[config.mk]
export PLATFORM = sky130hd
export DESIGN_NAME = seq_detect_7seg_flat
export DESIGN_NICKNAME = d
export VERILOG_FILES = /design/src/rtl/seq_detect_7seg_if.sv /design/src/rtl/seq_detect_7seg.sv /design/src/flat_wrapper.sv
export SDC_FILE = /design/constraint.sdc
export NUM_CORES = 1
export LEC_CHECK = 0
export ABC_AREA = 1
export CELL_PAD_IN_SITES_DETAIL_PLACEMENT = 1
export CELL_PAD_IN_SITES_GLOBAL_PLACEMENT = 1
export CORE_MARGIN = 4
export CORE_UTILIZATION = 51
export DETAILED_ROUTE_END_ITERATION = 12
export DONT_BUFFER_PORTS = 1
export GPL_TIMING_DRIVEN = 0
export PLACE_DENSITY = 0.95
export REMOVE_ABC_BUFFERS = 1
export SLEW_MARGIN = 20
export SYNTH_ARGS = -nofsm -noshare
export SYNTH_HDL_FRONTEND = slang
export SYNTH_SLANG_ARGS = --single-unit
[constraint.sdc]
create_clock -name clk -period 5.39 [get_ports clk]
set_clock_uncertainty 0.05 [all_clocks]
set_input_delay 1.617 -clock clk [delete_from_list [all_inputs] [get_ports clk]]
set_output_delay 1.617 -clock clk [all_outputs]
set_load 0.005 [all_outputs]
[src/rtl/seq_detect_7seg_if.sv]
// Bundles the serial-detector data and status signals between the
// stimulus side (master) and the detector (slave).
interface seq_detect_7seg_if;
  logic       x;
  logic       clr;
  logic       tick;
  logic       match;
  logic       y;
  logic [3:0] count;
  logic [6:0] seg;

  modport master (
    output x,
    output clr,
    input  tick,
    input  match,
    input  y,
    input  count,
    input  seg
  );

  modport slave (
    input  x,
    input  clr,
    output tick,
    output match,
    output y,
    output count,
    output seg
  );
endinterface

[src/rtl/seq_detect_7seg.sv]
// Serial bit-pattern detector with sample-rate divider, wrapping match
// counter and active-low hex 7-segment display of the count.
module seq_detect_7seg #(
  parameter int                 PAT_LEN = 4,
  parameter logic [PAT_LEN-1:0] PATTERN = '0,
  parameter bit                 OVERLAP = 1'b1,
  parameter int                 DIV     = 20000000,
  parameter int                 DIV_W   = 27
) (
  input logic               clk,
  input logic               rst,
  seq_detect_7seg_if.slave  bus
);

  localparam int FILL_W = $clog2(PAT_LEN + 1);

  logic [DIV_W-1:0]   r_div_cnt;
  logic [PAT_LEN-1:0] r_hist;
  logic [FILL_W-1:0]  r_fill;
  logic               r_tick;
  logic               r_match;
  logic               r_y;
  logic [3:0]         r_count;
  logic [6:0]         r_seg;

  logic               w_sample;
  logic [DIV_W-1:0]   w_div_n;
  logic [PAT_LEN-1:0] w_shift;
  logic [FILL_W-1:0]  w_fill_inc;
  logic               w_hit;
  logic [PAT_LEN-1:0] w_hist_n;
  logic [FILL_W-1:0]  w_fill_n;
  logic [3:0]         w_count_n;

  function automatic logic [6:0] seg_decode(input logic [3:0] v);
    case (v)
      4'h0:    return 7'b0000001;
      4'h1:    return 7'b1001111;
      4'h2:    return 7'b0010010;
      4'h3:    return 7'b0000110;
      4'h4:    return 7'b1001100;
      4'h5:    return 7'b0100100;
      4'h6:    return 7'b0100000;
      4'h7:    return 7'b0001111;
      4'h8:    return 7'b0000000;
      4'h9:    return 7'b0000100;
      4'hA:    return 7'b0001000;
      4'hB:    return 7'b1100000;
      4'hC:    return 7'b0110001;
      4'hD:    return 7'b1000010;
      4'hE:    return 7'b0110000;
      4'hF:    return 7'b0111000;
      default: return 7'b1111111;
    endcase
  endfunction

  // Next-state logic for divider, history, fill level and match counter
  always_comb begin
    w_sample   = (r_div_cnt == DIV_W'(DIV - 1));
    w_div_n    = r_div_cnt + DIV_W'(1);
    w_shift    = {r_hist[PAT_LEN-2:0], bus.x};
    w_fill_inc = r_fill;
    w_hit      = 1'b0;
    w_hist_n   = r_hist;
    w_fill_n   = r_fill;
    w_count_n  = r_count;

    if (w_sample) begin
      w_div_n = '0;
    end else begin
      w_div_n = r_div_cnt + DIV_W'(1);
    end

    // fill saturates at PAT_LEN; a hit needs a full window of real samples
    if (r_fill == FILL_W'(PAT_LEN)) begin
      w_fill_inc = r_fill;
    end else begin
      w_fill_inc = r_fill + FILL_W'(1);
    end

    w_hit = w_sample && (w_fill_inc == FILL_W'(PAT_LEN)) && (w_shift == PATTERN);

    if (w_sample) begin
      w_hist_n = w_shift;
      if (w_hit && (OVERLAP == 1'b0)) begin
        w_fill_n = '0;
      end else begin
        w_fill_n = w_fill_inc;
      end
    end else begin
      w_hist_n = r_hist;
      w_fill_n = r_fill;
    end

    if (bus.clr) begin
      w_count_n = 4'd0;
    end else if (w_hit) begin
      w_count_n = r_count + 4'd1;
    end else begin
      w_count_n = r_count;
    end
  end

  // State and output registers; seg is decoded from next count so it tracks count exactly
  always_ff @(posedge clk or posedge rst) begin
    if (rst) begin
      r_div_cnt <= '0;
      r_hist    <= '0;
      r_fill    <= '0;
      r_tick    <= 1'b0;
      r_match   <= 1'b0;
      r_y       <= 1'b1;
      r_count   <= 4'd0;
      r_seg     <= 7'b0000001;
    end else begin
      r_div_cnt <= w_div_n;
      r_hist    <= w_hist_n;
      r_fill    <= w_fill_n;
      r_tick    <= w_sample;
      r_match   <= w_hit;
      r_y       <= w_sample ? ~w_hit : r_y;
      r_count   <= w_count_n;
      r_seg     <= seg_decode(w_count_n);
    end
  end

  assign bus.tick  = r_tick;
  assign bus.match = r_match;
  assign bus.y     = r_y;
  assign bus.count = r_count;
  assign bus.seg   = r_seg;

endmodule
[src/flat_wrapper.sv]
// flat-port wrapper written by rule: the top's interface ports become plain ports
module seq_detect_7seg_flat 
#(
  parameter int                 PAT_LEN = 4,
  parameter logic [PAT_LEN-1:0] PATTERN = '0,
  parameter bit                 OVERLAP = 1'b1,
  parameter int                 DIV     = 20000000,
  parameter int                 DIV_W   = 27
)
  (clk, rst, bus_x, bus_clr, bus_tick, bus_match, bus_y, bus_count, bus_seg);
  seq_detect_7seg_if bus_i ();
  input logic clk;
  input logic rst;
  input wire logic [$bits(bus_i.x)-1:0] bus_x;
  input wire logic [$bits(bus_i.clr)-1:0] bus_clr;
  output wire logic [$bits(bus_i.tick)-1:0] bus_tick;
  output wire logic [$bits(bus_i.match)-1:0] bus_match;
  output wire logic [$bits(bus_i.y)-1:0] bus_y;
  output wire logic [$bits(bus_i.count)-1:0] bus_count;
  output wire logic [$bits(bus_i.seg)-1:0] bus_seg;
  assign bus_i.x = bus_x;
  assign bus_i.clr = bus_clr;
  assign bus_tick = bus_i.tick;
  assign bus_match = bus_i.match;
  assign bus_y = bus_i.y;
  assign bus_count = bus_i.count;
  assign bus_seg = bus_i.seg;
  seq_detect_7seg #(.PAT_LEN(PAT_LEN), .PATTERN(PATTERN), .OVERLAP(OVERLAP), .DIV(DIV), .DIV_W(DIV_W)) u_core (.clk(clk), .rst(rst), .bus(bus_i));
endmodule
==> results.ini, run 1 <==
[detailed_routing]
vias = 2222
viasPerCell = 5.34
drt-pass1-iter-count = 4
drtAntennaViolNets = 0
wl_per_cell_um = 16.2
drc = 0
drt-total-wl_um = 6740
drt_iter0_drc = 90

[layout]
drive_above_1_share_pct = 10.7
most-common-layout-cells = nand2_1, inv_1, dfrtp_1
diodes = 0
fin_nets = 359
final_common_cell = nand2_1
area_growth_pct = 6.84

[synthesis]
synth.top_cell.area_share_pct = 41.6
async_flop_share_pct = 100
yosys_warnings = 0
synth_cell_types = 34
synth_top_area_cell = dfrtp_1
synthCells = 339
synth-edff-count = 0
yosys_register_bits = 47
yosysSeqAreaShare_pct = 43.6
avgSynthCellArea_um2 = 7.98
ys_top_cells_by_area = dfrtp_1, nand2_1, inv_1, nor2_1, nand3_1
synth_area_um2 = 2710
ys.flop_type = dfrtp_1

[clock_network]
cts_buffers = 5
cts_sinks = 47
cts-htree-levels = 2
clk_latency_ns = 0.30
cts_tree = built
path_clk_slew_ns = 0.08
cts_resized = 0
cts_buffer_depth = 2
root_buffer = clkbuf_8
postCtsSetupBuffers = 0
ctsHoldBuffers = 0

[global_routing]
overflow = 0
grt_pass1_vias = 2469
antenna_found_initial = 0
grt_pass1_wl_um = 11800
grtUsageTotal_pct = 23.8
grt_max_degree = 30

[setup_path]
worstSetupEndpointType = flip-flop
critPathArrivalTime_ns = 3.41
crit_chain = nor4_2 > nand3_4 > nand2_1 > nand3_1 > inv_1 > ha_1 > nand3_1 > nand2_1 > nand2_1 > nand2_1
reg2reg_depth = 14
cp_slowest_cell = nor4_2
crit_type = in -> reg
startpoint_type = input pin
required_ns = 5.58
crit_fanout = 6
critPathMostFrequentCell = nand2_1
slowest_delay_ns = 0.47

[power_and_ir_drop]
leakage_nw = 1.50
vdd_ir_drop_max_v = 0.000113
powerDensity_nw_per_um2 = 199

[die]
io-pin-count = 18
fp.dieArea_um2 = 6540
num_rows = 26
coreArea_um2 = 5140
chipHeight_um = 80.8
start_util_pct = 52.7
die_w_um = 80.8

[sta]
fin_ws_ns = 2.17
fmax_mhz = 310
setup_violations = 0
tightestPinTransition_ns = 0.505
period_share_pct = 59.8
slew_violations = 0
slew_headroom_pct = 66.1
rsz0062_at_grt = no
min_period_ns = 3.22
tns_ns = 0
hold_violations = 0

[status]
status = completed

[job]
cap_viol_max_count = 0

[place]
gp_congestion = 0.907
pre_cts_ws_ns = 1.83
dp_hpwl_um = 5230
placement.io_buffers = 0

[worst_hold_path]
hold_path.class = reg -> reg
hold_depth = 1

## metal layers
layer | routed length, µm | track usage [%] | up-vias
met3 | 192 | 4.99 | 14
met4 | 116 | 7.60 | 0
met2 | 3540 | 42.9 | 32
met5 | 0 | 0 | -
met1 | 2900 | 28.1 | 1092
li1 | - | - | 1084
## critical path, delay by kind of cell
family | cells | cell delay [ns]
buf+inv | 1 | 0.19
simple gates | 8 | 1.42
fa+ha+maj | 1 | 0.19
## synth_stat cells, types with 2 or more instances
master and count:
inv_2 5, a21oi_1 5, dfrtp_1 45, ha_1 10, nand4_1 9, nand3_1 26
o211ai_1 2, inv_1 51, nor2_8 2, xor2_1 12, nand2_4 3, nand2_2 4
nor3_1 17, nand2_1 75, o21ai_0 11, dfstp_2 2, nor4_1 3, nor2_4 2
clkbuf_1 2, nor2_1 38, nand3_2 2
## state kept, by name (all words and copies together), names as in the netlist
register	count
u_core.bus.count	4
u_core.bus.match	1
u_core.bus.seg	7
u_core.bus.tick	1
u_core.bus.y	1
u_core.r_div_cnt	27
u_core.r_fill	3
u_core.r_hist	3
## cell type report
| type | count | area [µm²] |
|---|---|---|
| clock buffers | 6 | 72.6 |
| multi-input cells | 233 | 1310 |
| fillers | 666 | 2250 |
| clock inverters | 2 | 12.5 |
| flip-flops and latches | 47 | 1180 |
| inverters | 57 | 214 |
| well taps | 70 | 87.6 |
| repair buffers | 1 | 20.0 |
## cell families (layout without fill, tap and decap cells)
kind of cell | after synthesis | after routing | synth area share (%)
adders and majority gates | 10 | 10 | 4.62
xor gates and xnor gates | 13 | 13 | 4.21
AOI/OAI and AO/OA | 21 | 21 | 4.48
buffers and inverters | 59 | 66 | 8.18
DFF | 47 | 47 | 43.6
and+or+nand+nor | 189 | 189 | 35.0
## path summary, 6_finish.rpt
path	startpoint	end	slack (ns)
min in group asynchronous	rst	u_core.r_div_cnt[26]	1.15
hold reg to reg	u_core.r_div_cnt[0]	u_core.r_div_cnt[0]	0.46
setup reg to reg	u_core.r_div_cnt[0]	u_core.bus.seg[0]	2.62
max in group asynchronous	rst	u_core.bus.seg[0]	3.57
hold / removal	u_core.r_div_cnt[0]	u_core.r_div_cnt[0]	0.46
setup / recovery	bus_x	u_core.bus.seg[0]	2.17
## through the flow
| stage | power (mW) | cell area [µm²] | hold WS, ns | std cells | util, % |
|---|---|---|---|---|---|
| after floorplan | 0.366 | 2700 | 0.405 | 337 | - |
| final | 0.575 | 2890 | 0.457 | 416 | 56.3 |
| after global routing | 0.601 | 2890 | 0.482 | 416 | 56.3 |
| after global placement | 0.369 | 2790 | 0.432 | 407 | 54.2 |
| after detailed placement | 0.371 | 2810 | 0.439 | 408 | 54.6 |
| after CTS | 0.584 | 2890 | 0.453 | 416 | 56.3 |
## power breakdown
group	internal, mW	switching [mW]	total (mW)
registers	0.352	0.000000000000000153	0.352
logic	0.00186	0.00883	0.0107
clock network	0.0909	0.121	0.212
Note: power is estimated with default switching activity, not from simulation.
==> run 2: changes to the inputs <==
--- a/config.mk
+++ b/config.mk
@@ -9,11 +9,11 @@
 export CELL_PAD_IN_SITES_DETAIL_PLACEMENT = 1
 export CELL_PAD_IN_SITES_GLOBAL_PLACEMENT = 1
 export CORE_MARGIN = 4
-export CORE_UTILIZATION = 51
+export CORE_UTILIZATION = 47
 export DETAILED_ROUTE_END_ITERATION = 12
 export DONT_BUFFER_PORTS = 1
 export GPL_TIMING_DRIVEN = 0
-export PLACE_DENSITY = 0.95
+export PLACE_DENSITY = 0.89
 export REMOVE_ABC_BUFFERS = 1
 export SLEW_MARGIN = 20
 export SYNTH_ARGS = -nofsm -noshare
==> constraint.sdc (replaced) <==
create_clock -name clk -period 3.14 [get_ports clk]
set_clock_uncertainty 0.05 [all_clocks]
set_input_delay 0.942 -clock clk [delete_from_list [all_inputs] [get_ports clk]]
set_output_delay 0.942 -clock clk [all_outputs]
set_load 0.005 [all_outputs]
==> results.ini, run 2 (same netlist as run 1, synthesis figures left out) <==
[setup_path]
critPathMostFrequentCell = nand2_1  ; unchanged
crit_chain = ha_1 > nand3_2 > nor2_4 > nand2_4 > nor2_8 > nand3_4 > nand2_1 > nand3_1 > inv_1 > ha_1 > nand3_1 > nand2_1 > nand2_1 > nand2_1  ; was nor4_2 > nand3_4 > nand2_1 > nand3_1 > inv_1 > ha_1 > nand3_1 > nand2_1 > nand2_1 > nand2_1
r2r_start = u_core.r_div_cnt[0]  ; unchanged
cp_top_family = simple AND/OR/NAND/NOR gates  ; unchanged
cp_slowest_cell = dfrtp_1  ; was nor4_2
crit_type = reg -> reg  ; was in -> reg
worst-r2r-setup-slack_ns = 0.43  ; was 2.62 ns
crit_buf_inv = 1  ; unchanged
crit_fanout = 17  ; was 6
reg2reg_depth = 14  ; unchanged
worstSetupEndpointType = flip-flop  ; unchanged
critPathArrivalTime_ns = 2.91  ; was 3.41 ns
required_ns = 3.34  ; was 5.58 ns
r2r-end = u_core.bus.seg[0]  ; unchanged
slowest_delay_ns = 0.41  ; was 0.47 ns
startpoint_type = flip-flop  ; was input pin

[clock_network]
cts_tree = built  ; unchanged
cts-htree-levels = 2  ; unchanged
clk_latency_ns = 0.30  ; about the same
postCtsSetupBuffers = 0  ; unchanged
cts_resized = 0  ; unchanged
root_buffer = clkbuf_8  ; unchanged
cts_sinks = 47  ; unchanged
cts_buffer_depth = 2  ; unchanged
ctsHoldBuffers = 0  ; unchanged
path_clk_slew_ns = 0.09  ; was 0.08 ns
cts_buffers = 5  ; unchanged

[detailed_routing]
drc = 0  ; unchanged
vias = 2211  ; was 2222
drt-total-wl_um = 6260  ; was 6740 µm
drt-pass1-iter-count = 4  ; unchanged
wl_per_cell_um = 15.0  ; was 16.2 µm
viasPerCell = 5.30  ; was 5.34
drt_iter0_drc = 69  ; was 90
drtAntennaViolNets = 0  ; unchanged

[global_routing]
grt_pass1_wl_um = 11200  ; was 11800 µm
grtUsageTotal_pct = 19.6  ; was 23.8%
grt_pass1_vias = 2412  ; was 2469
overflow = 0  ; unchanged
grt_max_degree = 35  ; was 30
antenna_found_initial = 0  ; unchanged

[layout]
fin_nets = 359  ; unchanged
fin_util_pct = 52.6  ; was 56.3%
seq_area_um2 = 1180  ; unchanged
largest_reg_flops = 27  ; unchanged
fin_cells = 417  ; was 416
diodes = 0  ; unchanged
final_common_cell = nand2_1  ; unchanged
drive_above_1_share_pct = 10.7  ; about the same
nFillCells = 711  ; was 666
area_growth_pct = 7.72  ; was 6.84%
most-common-layout-cells = nand2_1, inv_1, dfrtp_1  ; unchanged
multi_input_area_um2 = 1310  ; unchanged
largest-register = u_core.r_div_cnt  ; unchanged

[place]
numPlacedInstances = 410  ; was 408
pre_cts_ws_ns = 0.348  ; was 1.83 ns
placement.io_buffers = 0  ; unchanged
gp_congestion = 0.816  ; was 0.907
dp_hpwl_um = 4840  ; was 5230 µm

[die]
die_w_um = 83.9  ; was 80.8 µm
num_rows = 27  ; was 26
chipHeight_um = 83.9  ; was 80.8 µm
io-pin-count = 18  ; unchanged
start_util_pct = 48.8  ; was 52.7%
fp.dieArea_um2 = 7040  ; was 6540 µm²
coreArea_um2 = 5540  ; was 5140 µm²

[sta]
slew_violations = 0  ; unchanged
tightestPinTransition_ns = 0.457  ; was 0.505 ns
period_share_pct = 86.4
fin_ws_ns = 0.428  ; was 2.17 ns
setup_violations = 0  ; unchanged
rsz0062_at_grt = no  ; unchanged
hold_violations = 0  ; unchanged
min_period_ns = 2.71
tns_ns = 0  ; unchanged
slew_headroom_pct = 69.3  ; was 66.1%
fmax_mhz = 369

[job]
cap_viol_max_count = 0  ; unchanged

[worst_hold_path]
hold_path.class = in -> async  ; was reg -> reg

[status]
status = completed  ; unchanged

[power_and_ir_drop]
vdd_ir_drop_max_v = 0.000182  ; was 0.000113 V
leakage_nw = 1.51  ; was 1.50 nW
powerDensity_nw_per_um2 = 364  ; was 199 nW/µm²

[run 2: changes by cell type in the layout (fill, tap and decap cells not counted), sizes merged]
cell and change:
bufinv +1, clkinv -1, clkbuf -1
[run 2: stage by stage]
step | hold slack [ns] | total power [mW] | instance area [µm²]
2_1_floorplan | 0.405 | 0.628 | 2700
3_3_place_gp | 0.432 | 0.633 | 2790
3_5_place_dp | 0.447 | 0.636 | 2810
4_1_cts | 0.431 | 1.07 | 2920
5_1_grt | 0.436 | 1.11 | 2920
6_report | 0.421 | 1.06 | 2920
[run 2: worst reg2reg max path: cells and delay by family, from the launching register on]
| family | cells | cell delay (ns) |
|---|---|---|
| buffers and inverters | 1 | 0.20 |
| adders and majority gates | 2 | 0.45 |
| DFF | 1 | 0.41 |
| and+or+nand+nor | 11 | 1.56 |
[run 2: worst max-delay path by stage]
stage / start / endpoint / slack (ns) / cells past startpoint
2_1_floorplan: bus_x / u_core.bus.seg[3] / 0.66 / 9
3_3_place_gp: bus_x / u_core.bus.seg[0] / 0.40 / 10
3_5_place_dp: bus_x / u_core.bus.seg[0] / 0.35 / 10
4_1_cts: u_core.r_div_cnt[0] / u_core.bus.seg[0] / 0.38 / 14
5_1_grt: u_core.r_div_cnt[0] / u_core.bus.seg[0] / 0.12 / 14
6_report: u_core.r_div_cnt[0] / u_core.bus.seg[0] / 0.43 / 14
[run 2: layout make-up]
type / count / area share, %
Sequential cell: 47 / 40.4
Clock buffer: 5 / 2.36
Tap cell: 72 / 3.09
Clock inverter: 2 / 1.29
Timing Repair Buffer: 1 / 0.687
Multi-Input combinational cell: 233 / 44.8
Inverter: 57 / 7.34
[run 2: routing by layer]
metal	part of all wire [%]	up-vias	GRT usage, %
li1	-	1092	-
met1	44	1094	23.6
met2	52	20	35.4
met3	3.0	5	4.44
met4	0.77	0	4.24
met5	0	-	0
[run 2: report_power, final]
group                switching (mW)  internal, mW  total (mW)
registers      0.000000000000000243         0.605       0.605
clock network                 0.206         0.233       0.439
logic                        0.0149       0.00322      0.0182
==> run 3: changes to the inputs <==
--- a/config.mk
+++ b/config.mk
@@ -9,11 +9,10 @@
 export CELL_PAD_IN_SITES_DETAIL_PLACEMENT = 1
 export CELL_PAD_IN_SITES_GLOBAL_PLACEMENT = 1
 export CORE_MARGIN = 4
-export CORE_UTILIZATION = 47
+export CORE_UTILIZATION = 38
 export DETAILED_ROUTE_END_ITERATION = 12
 export DONT_BUFFER_PORTS = 1
-export GPL_TIMING_DRIVEN = 0
-export PLACE_DENSITY = 0.89
+export PLACE_DENSITY = 0.77
 export REMOVE_ABC_BUFFERS = 1
 export SLEW_MARGIN = 20
 export SYNTH_ARGS = -nofsm -noshare
==> results.ini, run 3 (same netlist as run 1, synthesis figures left out) <==
[setup_path]
critPathArrivalTime_ns = 2.86  ; was 2.91 ns
crit_start = u_core.r_div_cnt[0]  ; unchanged
cp_slowest_cell = dfrtp_1  ; unchanged
cp_top_family = simple AND/OR/NAND/NOR gates  ; unchanged
reg2reg_depth = 14  ; unchanged
r2r-end = u_core.bus.seg[3]  ; was u_core.bus.seg[0]
crit_chain = ha_1 > nand3_2 > nor2_4 > nand2_4 > nor2_8 > nand3_4 > nand2_1 > nand3_1 > inv_1 > ha_1 > nand3_1 > nand2_1 > nand2_1 > nand2_1  ; unchanged
critPathMostFrequentCell = nand2_1  ; unchanged
cp.depth = 14  ; unchanged
crit_type = reg -> reg  ; unchanged
worstSetupEndpointType = flip-flop  ; unchanged
worst-r2r-setup-slack_ns = 0.47  ; was 0.43 ns
required_ns = 3.33  ; was 3.34 ns
crit_fanout = 17  ; unchanged
slowest_delay_ns = 0.40  ; was 0.41 ns
r2r_start = u_core.r_div_cnt[0]  ; unchanged
startpoint_type = flip-flop  ; unchanged
endpoint = u_core.bus.seg[3]  ; was u_core.bus.seg[0]
crit_buf_inv = 1  ; unchanged

[detailed_routing]
viasPerCell = 4.90  ; was 5.30
drt-pass1-iter-count = 4  ; unchanged
drt_iter0_drc = 87  ; was 69
drc = 0  ; unchanged
vias = 2159  ; was 2211
drtAntennaViolNets = 0  ; unchanged
wl_per_cell_um = 14.0  ; was 15.0 µm
drt-total-wl_um = 6190  ; was 6260 µm

[clock_network]
cts_sinks = 47  ; unchanged
root_buffer = clkbuf_8  ; unchanged
cts_tree = built  ; unchanged
ctsHoldBuffers = 0  ; unchanged
cts_resized = 0  ; unchanged
cts_buffers = 5  ; unchanged
clk_latency_ns = 0.30  ; about the same
cts-htree-levels = 2  ; unchanged
postCtsSetupBuffers = 0  ; unchanged
path_clk_slew_ns = 0.09  ; about the same
cts_buffer_depth = 2  ; unchanged

[die]
num_rows = 30  ; was 27
start_util_pct = 39.4  ; was 48.8%
coreArea_um2 = 6870  ; was 5540 µm²
fp.dieArea_um2 = 8540  ; was 7040 µm²
chipHeight_um = 92.4  ; was 83.9 µm
die_w_um = 92.4  ; was 83.9 µm
io-pin-count = 18  ; unchanged

[status]
status = completed  ; unchanged

[layout]
most-common-layout-cells = nand2_1, inv_1, dfrtp_1  ; unchanged
multi_input_area_um2 = 1310  ; unchanged
area_growth_pct = 8.37  ; was 7.72%
seq_area_um2 = 1180  ; unchanged
largest_reg_flops = 27  ; unchanged
fin_nets = 359  ; unchanged
fin_area_um2 = 2930  ; was 2920 µm²
final_common_cell = nand2_1  ; unchanged
nFillCells = 843  ; was 711
largest-register = u_core.r_div_cnt  ; unchanged
diodes = 0  ; unchanged
drive_above_1_share_pct = 10.7  ; unchanged

[job]
cap_viol_max_count = 0  ; unchanged

[power_and_ir_drop]
powerDensity_nw_per_um2 = 361  ; was 364 nW/µm²
vdd_ir_drop_max_v = 0.000210  ; was 0.000182 V
leakage_nw = 1.50  ; was 1.51 nW

[sta]
setup_violations = 0  ; unchanged
tns_ns = 0  ; unchanged
period_share_pct = 85.0  ; was 86.4%
tightestPinTransition_ns = 0.433  ; was 0.457 ns
fin_ws_ns = 0.470  ; was 0.428 ns
slew_headroom_pct = 70.9  ; was 69.3%
rsz0062_at_grt = no  ; unchanged
min_period_ns = 2.67  ; was 2.71 ns
hold_violations = 0  ; unchanged
slew_violations = 0  ; unchanged
fmax_mhz = 374  ; was 369 MHz

[place]
dp_hpwl_um = 4830  ; was 4840 µm
gp_congestion = 0.840  ; was 0.816
dpl_cell_area_um2 = 2830  ; was 2810 µm²
pre_cts_ws_ns = 0.457  ; was 0.348 ns
placement.io_buffers = 0  ; unchanged

[global_routing]
grt_max_degree = 32  ; was 35
overflow = 0  ; unchanged
grt_pass1_wl_um = 11200  ; about the same
antenna_found_initial = 0  ; unchanged
grtUsageTotal_pct = 16.2  ; was 19.6%
grt_pass1_vias = 2387  ; was 2412

[worst_hold_path]
hold_path.class = in -> async  ; unchanged

-- run 3: cell type report --
class,count,share of cell area (%)
Clock buffer,5,2.35
Clock inverter,2,1.28
Inverter,57,7.30
Multi-Input combinational cell,233,44.5
Sequential cell,47,40.2
Tap cell,96,4.10
Timing Repair Buffer,1,0.256
-- run 3: report_power, final --
part	leakage, nW	internal, mW	switching (mW)	total, mW
clock	0.0502	0.233	0.204	0.437
sequential	0.630	0.605	0.000000000000000260	0.605
combinational	0.823	0.00151	0.0146	0.0161
total	1.50	0.839	0.219	1.06
-- run 3: through the flow --
step	power, mW	hold WS [ns]	std cells	utilization, %
6_report	1.06	0.435	441	42.7
5_1_grt	1.11	0.438	441	42.7
4_1_cts	1.08	0.434	441	42.7
3_5_place_dp	0.634	0.437	434	41.1
3_3_place_gp	0.634	0.434	434	41.1
2_1_floorplan	0.628	0.405	337	-
-- run 3: layer usage --
metal / vias up / share of wire (%) / GRT usage, %
met5: - / 0 / 0
met3: 6 / 2.4 / 2.76
met2: 20 / 50 / 29.0
met4: 0 / 0.92 / 3.71
li1: 1089 / - / -
met1: 1044 / 47 / 20.2
-- run 3: worst min-delay path by stage --
stage	start	endpoint	slack [ns]	cells past startpoint
CTS	rst	u_core.bus.seg[2]	0.43	1
global route	rst	u_core.bus.seg[3]	0.44	1
floorplan	u_core.r_div_cnt[0]	u_core.r_div_cnt[0]	0.40	1
detailed placement	u_core.r_div_cnt[0]	u_core.r_div_cnt[0]	0.44	1
global placement	u_core.r_div_cnt[0]	u_core.r_div_cnt[0]	0.43	1
finish	rst	u_core.bus.seg[5]	0.43	1
